`config.mk`:
```
export PLATFORM = sky130hd
export DESIGN_NAME = wb_regfile
export DESIGN_NICKNAME = d
export VERILOG_FILES = /design/src/rtl/wb_regfile.sv
export SDC_FILE = /design/constraint.sdc
export NUM_CORES = 2
export LEC_CHECK = 0
export ABC_CLOCK_PERIOD_IN_PS = 5100
export CAP_MARGIN = 5
export CORE_UTILIZATION = 65
export DETAILED_ROUTE_END_ITERATION = 6
export PLACE_DENSITY = 0.85
export SLEW_MARGIN = 15
export SYNTH_ARGS = -nofsm -noshare
export SYNTH_HDL_FRONTEND = slang
export SYNTH_SLANG_ARGS = --single-unit
```
`constraint.sdc`:
```
create_clock -name clk -period 5.1 [get_ports clk]
set_clock_uncertainty 0.1 [all_clocks]
set_input_delay 0.51 -clock clk [delete_from_list [all_inputs] [get_ports clk]]
set_output_delay 0.51 -clock clk [all_outputs]
set_load 0.05 [all_outputs]
```
`src/rtl/wb_regfile.sv`:
```
// Writeback-stage register file (32x32, r0 hardwired to zero) with commit trace and retire counter.
// Optional macro WB_REGFILE_BYPASS_EN forwards the committing wb_data to the read ports in the same cycle.
module wb_regfile #(
  parameter int NREG               = 32,
  parameter int TRACE_DEPTH_UNUSED = 0
) (
  input  logic        clk,
  input  logic        reset,
  input  logic        wb_we,
  input  logic [4:0]  wb_a3,
  input  logic [31:0] wb_data,
  input  logic [31:0] wb_pc,
  input  logic [4:0]  rs_addr,
  input  logic [4:0]  rt_addr,
  output logic [31:0] rs_data,
  output logic [31:0] rt_data,
  output logic        trace_valid,
  output logic [31:0] trace_pc,
  output logic [4:0]  trace_a3,
  output logic [31:0] trace_data,
  output logic [31:0] retire_count
);

  generate
    if (NREG != 32) begin : g_bad_nreg
      $error("wb_regfile: NREG must be 32 (address width is fixed at 5)");
    end
    if (TRACE_DEPTH_UNUSED != 0) begin : g_bad_trace_depth
      $error("wb_regfile: TRACE_DEPTH_UNUSED is reserved and must be 0");
    end
  endgenerate

  logic [31:0] regs [NREG];
  logic        wr_en;

  assign wr_en = wb_we && (wb_a3 != 5'd0);

  // r0 never matches wr_en, so it holds its reset value of zero forever
  always_ff @(posedge clk or negedge reset) begin
    if (!reset) begin
      for (int i = 0; i < NREG; i++) begin
        regs[i] <= 32'd0;
      end
    end else begin
      for (int i = 0; i < NREG; i++) begin
        if (wr_en && (wb_a3 == 5'(i))) begin
          regs[i] <= wb_data;
        end
      end
    end
  end

  always_ff @(posedge clk or negedge reset) begin
    if (!reset) begin
      trace_valid  <= 1'b0;
      trace_pc     <= 32'd0;
      trace_a3     <= 5'd0;
      trace_data   <= 32'd0;
      retire_count <= 32'd0;
    end else begin
      trace_valid <= wr_en;
      if (wr_en) begin
        trace_pc     <= wb_pc;
        trace_a3     <= wb_a3;
        trace_data   <= wb_data;
        retire_count <= retire_count + 32'd1;
      end
    end
  end

`ifdef WB_REGFILE_BYPASS_EN
  // Bypass is gated by reset so reads stay zero while reset is held
  always_comb begin
    rs_data = regs[rs_addr];
    rt_data = regs[rt_addr];
    if (reset && wr_en && (wb_a3 == rs_addr)) begin
      rs_data = wb_data;
    end
    if (reset && wr_en && (wb_a3 == rt_addr)) begin
      rt_data = wb_data;
    end
  end
`else
  always_comb begin
    rs_data = regs[rs_addr];
    rt_data = regs[rt_addr];
  end
`endif

endmodule

```
==> Word-level counts from Yosys, hierarchy flattened <==
Index checks and enable logic that the tools add are counted.
{ "totals": {"output_inout_bits": 166, "elab_cells": 114, "regBits": 1126, "input_bits": 82} }
{ "classes": {"n_lt_le_gt_ge": 2, "n_eq_ne": 31, "n_bitwise": 2, "mux": 6, "addsub": 1, "n_reduce_logical": 35} }
{ "op_table": {"columns": ["operator", "n"], "rows": [
  ["32-bit binary-select mux with 5-bit select", 2],
  ["32-bit 2-to-1 mux", 4],
  ["5-bit equality test, second input constant", 16],
  ["5-bit by 4-bit equality test with 1-bit output, second input constant", 8],
  ["1-bit logical AND", 33],
  ["32-bit by 1-bit adder with 32-bit output, second input constant", 1],
  ["5-bit by 3-bit equality test with 1-bit output, second input constant", 4],
  ["6-bit greater-or-equal comparator, second input constant", 2],
  ["5-bit inverter with 6-bit output", 2],
  ["5-bit by 2-bit equality test with 1-bit output, second input constant", 2],
  ["5-bit by 1-bit equality test with 1-bit output, second input constant", 1],
  ["5-bit logical NOT", 1],
  ["5-bit nonzero test", 1]
]} }

==> Longest topological paths before layout <==
{ "logic_depth": {"word_depth": 4, "depth_mapped": 9, "ltp_nobuf": 5} }

==> Worst setup path after synthesis <==
OpenSTA, ideal clock, no wires.
{ "synth_timing": {"kind": "input-to-output", "from": "input port rs_addr[1]", "to": "output port rs_data[25]", "arrival_time_ns": 2.192, "t_required_ns": 4.490, "path_slack_ns": 2.298, "cell_stages": 8, "n_path_buf": 4, "cell_sequence": "buf_2 buf_2 buf_2 buf_2 mux2i_1 a22oi_1 a31oi_1 nand3_1"} }
{ "synth_via": {"elab_chain_cells": 4} }
{ "synth_lines": {"columns": ["element", "line_no", "text"], "rows": [
  ["start, declared", "13", "input logic [4:0] rs_addr,"],
  ["5-bit inverter with 6-bit output (not written as such)", "85", "rs_data = regs[rs_addr];"],
  ["32-bit binary-select mux with 5-bit select", "85", null],
  ["32-bit 2-to-1 mux (not written as such) (2 in a row)", "85", null],
  ["end, declared", "15", "output logic [31:0] rs_data,"]
]} }
Every way passes these cells. The select of a mux whose other input is x is not followed.

==> Worst setup path after layout <==
{ "layout_timing": {"from": "input port rs_addr[2]", "to": "output port rs_data[22]"} }
Same word-level chain as after synthesis.

==> run metrics <==
Worst EP required 4.49 ns; hpwl dp 105 mm; P_sw 8.00 mW; Final Cell Area 0.0674 mm^2; gr usage total 39.4%; drt first pass iters 5; number of DRC markers in iteration 0 4919; CP Launch Type primary input; Post-CTS Setup Repair Bufs 0; HP Class in2reg; clock power share 33.7%; layout cells sized above 1 26.7%; initial antenna violation count 10; Post-DRT Antenna Nets 0; Top FF cell, synth dfrtp_1; vias in the first global route 45000; core area 0.0906 mm^2; Synth Register Bits 1126; starting density of the core 66.0%; via count 44100; EDFF count, synth 0; Die Y 305 um; top post-synthesis cells by area dfrtp_1 (47%), mux2i_1 (17%), mux2_2 (17%); Worst-path clk slew 0.06 ns; Avg Cell Area, Syn 11.9 um^2; FFs w/ async S/R, synth 100%; outcome finished clean; routability cong. 0.864; maximum vdd ir drop 0.000318 V; Crit Path Max Fanout 19; post-synth top area share 47.2%; global-route wire length before repair 279 mm; Sequential Power Share 44.9%; RSZ-0062 raised after global routing no; Yosys cell types 40; Setup Viol. Count Final 0; Vias/cell 6.97; pin count of the biggest net entering global routing 151; Die X-Extent 305 um; routed len/inst 29.3 um; critical path class in2out; Synth warnings 0; Seq/Total Area, Yosys 47.2%; Slew Limit Fails 0; leading area contributor after synthesis dfrtp_1; Die Footprint 0.0931 mm^2; Final period util 85.5%; syn nets 5112; P_leak 32.0 nW; switching part of the total 30.2%; Remaining DRCs 0; H-tree lvl count 3; Post-Synthesis Cells 5029; IO Count 248; count of final hold-check violations 0; Worst EP arrival 3.75 ns; Period minus WS final 4.36 ns; routed wire length 185 mm; pwr dens 393 mW/mm^2; total grt overflow 0; Area Overhead vs Synth 12.8%; DP Area 0.0634 mm^2; crit end category primary output; Slew HR 18.6%; setup_tns 0 ns; commonest non-fill, non-tap cell in the layout dfrtp_1; Fillers 5790; Int Pwr 18.5 mW; Port Buf Inserts 247; CTS buffer count 117; clk buf depth 3; Slew @ Worst Pin 1.22 ns; most frequent cells in the layout dfrtp_1 (1126), mux2i_1 (1024), mux2_2 (902); CTS root buf clkbuf_16; Rows 110; cts repair resizes 0; later-pin clock latency in the skew report 0.72 ns; Synth Cell Area 0.0597 mm^2; Comb power frac 21.4%; CTS tree built; Clock Sinks 1126; nets 5129; FMAX 229 MHz; maxcap violations 0
-- cell usage after synthesis (all sizes together), types with 25 or more instances --
library cell / number
a21oi: 192
a22o: 128
a22oi: 192
a31oi: 64
buf: 233
clkbuf: 265
dfrtp: 1126
mux2: 992
mux2i: 1024
nand2: 429
nand3: 202
nor3: 73
xnor2: 25
-- kinds of logic after synthesis --
group,after synthesis,share of synthesized area [%]
muxes,2016,36.2
and+or+nand+nor,776,5.77
adders and majority gates,1,0.0209
AOI/OAI and AO/OA,579,6.63
xor gates and xnor gates,31,0.454
DFF,1126,47.2
buffers and inverters,500,3.72
-- state kept, by name (all words and copies together) (netlist names) --
signal        count
regs           1024
retire_count     32
trace_a3          5
trace_data       32
trace_pc         32
trace_valid       1
-- layout make-up --
type	count	area (um^2)	share of cell area [%]
inverters	2	7.51	0.0111
well taps	1176	1470	2.18
repair buffers	396	4180	6.21
multi-input cells	3403	29600	43.9
flip-flops and latches	1126	28200	41.8
clock buffers	161	3300	4.90
diodes	4	10.0	0.0149
clock inverters	56	667	0.990
-- repair_timing --
action | CTS | global route
hold buffers | 1 | 0
endpoints found under the setup margin | 0 | 0
endpoints found under the hold margin | 84 | 0
-- layer usage --
layer  up-vias  track usage [%]  share of wire [%]
li1      18400                -                  -
met1     22400             53.1                 39
met2      2665             58.5                 44
met3       635             10.8                 11
met4         6             21.0                5.7
met5         -                0              0.019
-- final timing paths --
check,startpoint,endpoint,slack (ns),cells after the start
max in group asynchronous,reset,regs[18],3.10,3
worst min-delay path,wb_data[20],trace_data[20],0.20,3
worst min register to register,regs[1022],regs[1022],0.30,0
worst max register to register,retire_count[3],retire_count[31],2.86,5
worst max-delay path,rs_addr[2],rs_data[22],0.74,8
min in group asynchronous,reset,retire_count[29],0.38,2
-- power by group through the flow --
| stage | Clock (mW) | Sequential (mW) | Combinational, mW |
|---|---|---|---|
| floorplan | 0 | 11.9 | 3.80 |
| global placement | 0 | 11.8 | 5.42 |
| detailed placement | 0 | 11.9 | 5.57 |
| CTS | 8.95 | 11.8 | 5.63 |
| global route | 9.33 | 12.0 | 6.04 |
| finish | 8.91 | 11.9 | 5.67 |
-- critical path: stages --
cell	delay, ns
clkdlybuf4s50_1	0.62
nor2b_4	0.79
buf_4	0.37
a22o_1	0.19
nor3_1	0.05
a31oi_1	0.15
nand3_1	0.24
clkdlybuf4s50_1	0.80
-- stage by stage --
stage	setup slack [ns]	util [%]	cells	hold slack (ns)	total power, mW
finish	0.738	74.4	6324	0.204	26.5
detailed placement	0.841	70.0	6102	0.288	17.5
floorplan	2.30	-	5029	0.114	15.7
CTS	0.814	74.4	6320	0.185	26.4
global placement	0.883	70.1	6102	0.284	17.2
global route	0.685	74.4	6320	0.221	27.4
Power figures use the tool's default switching activity.
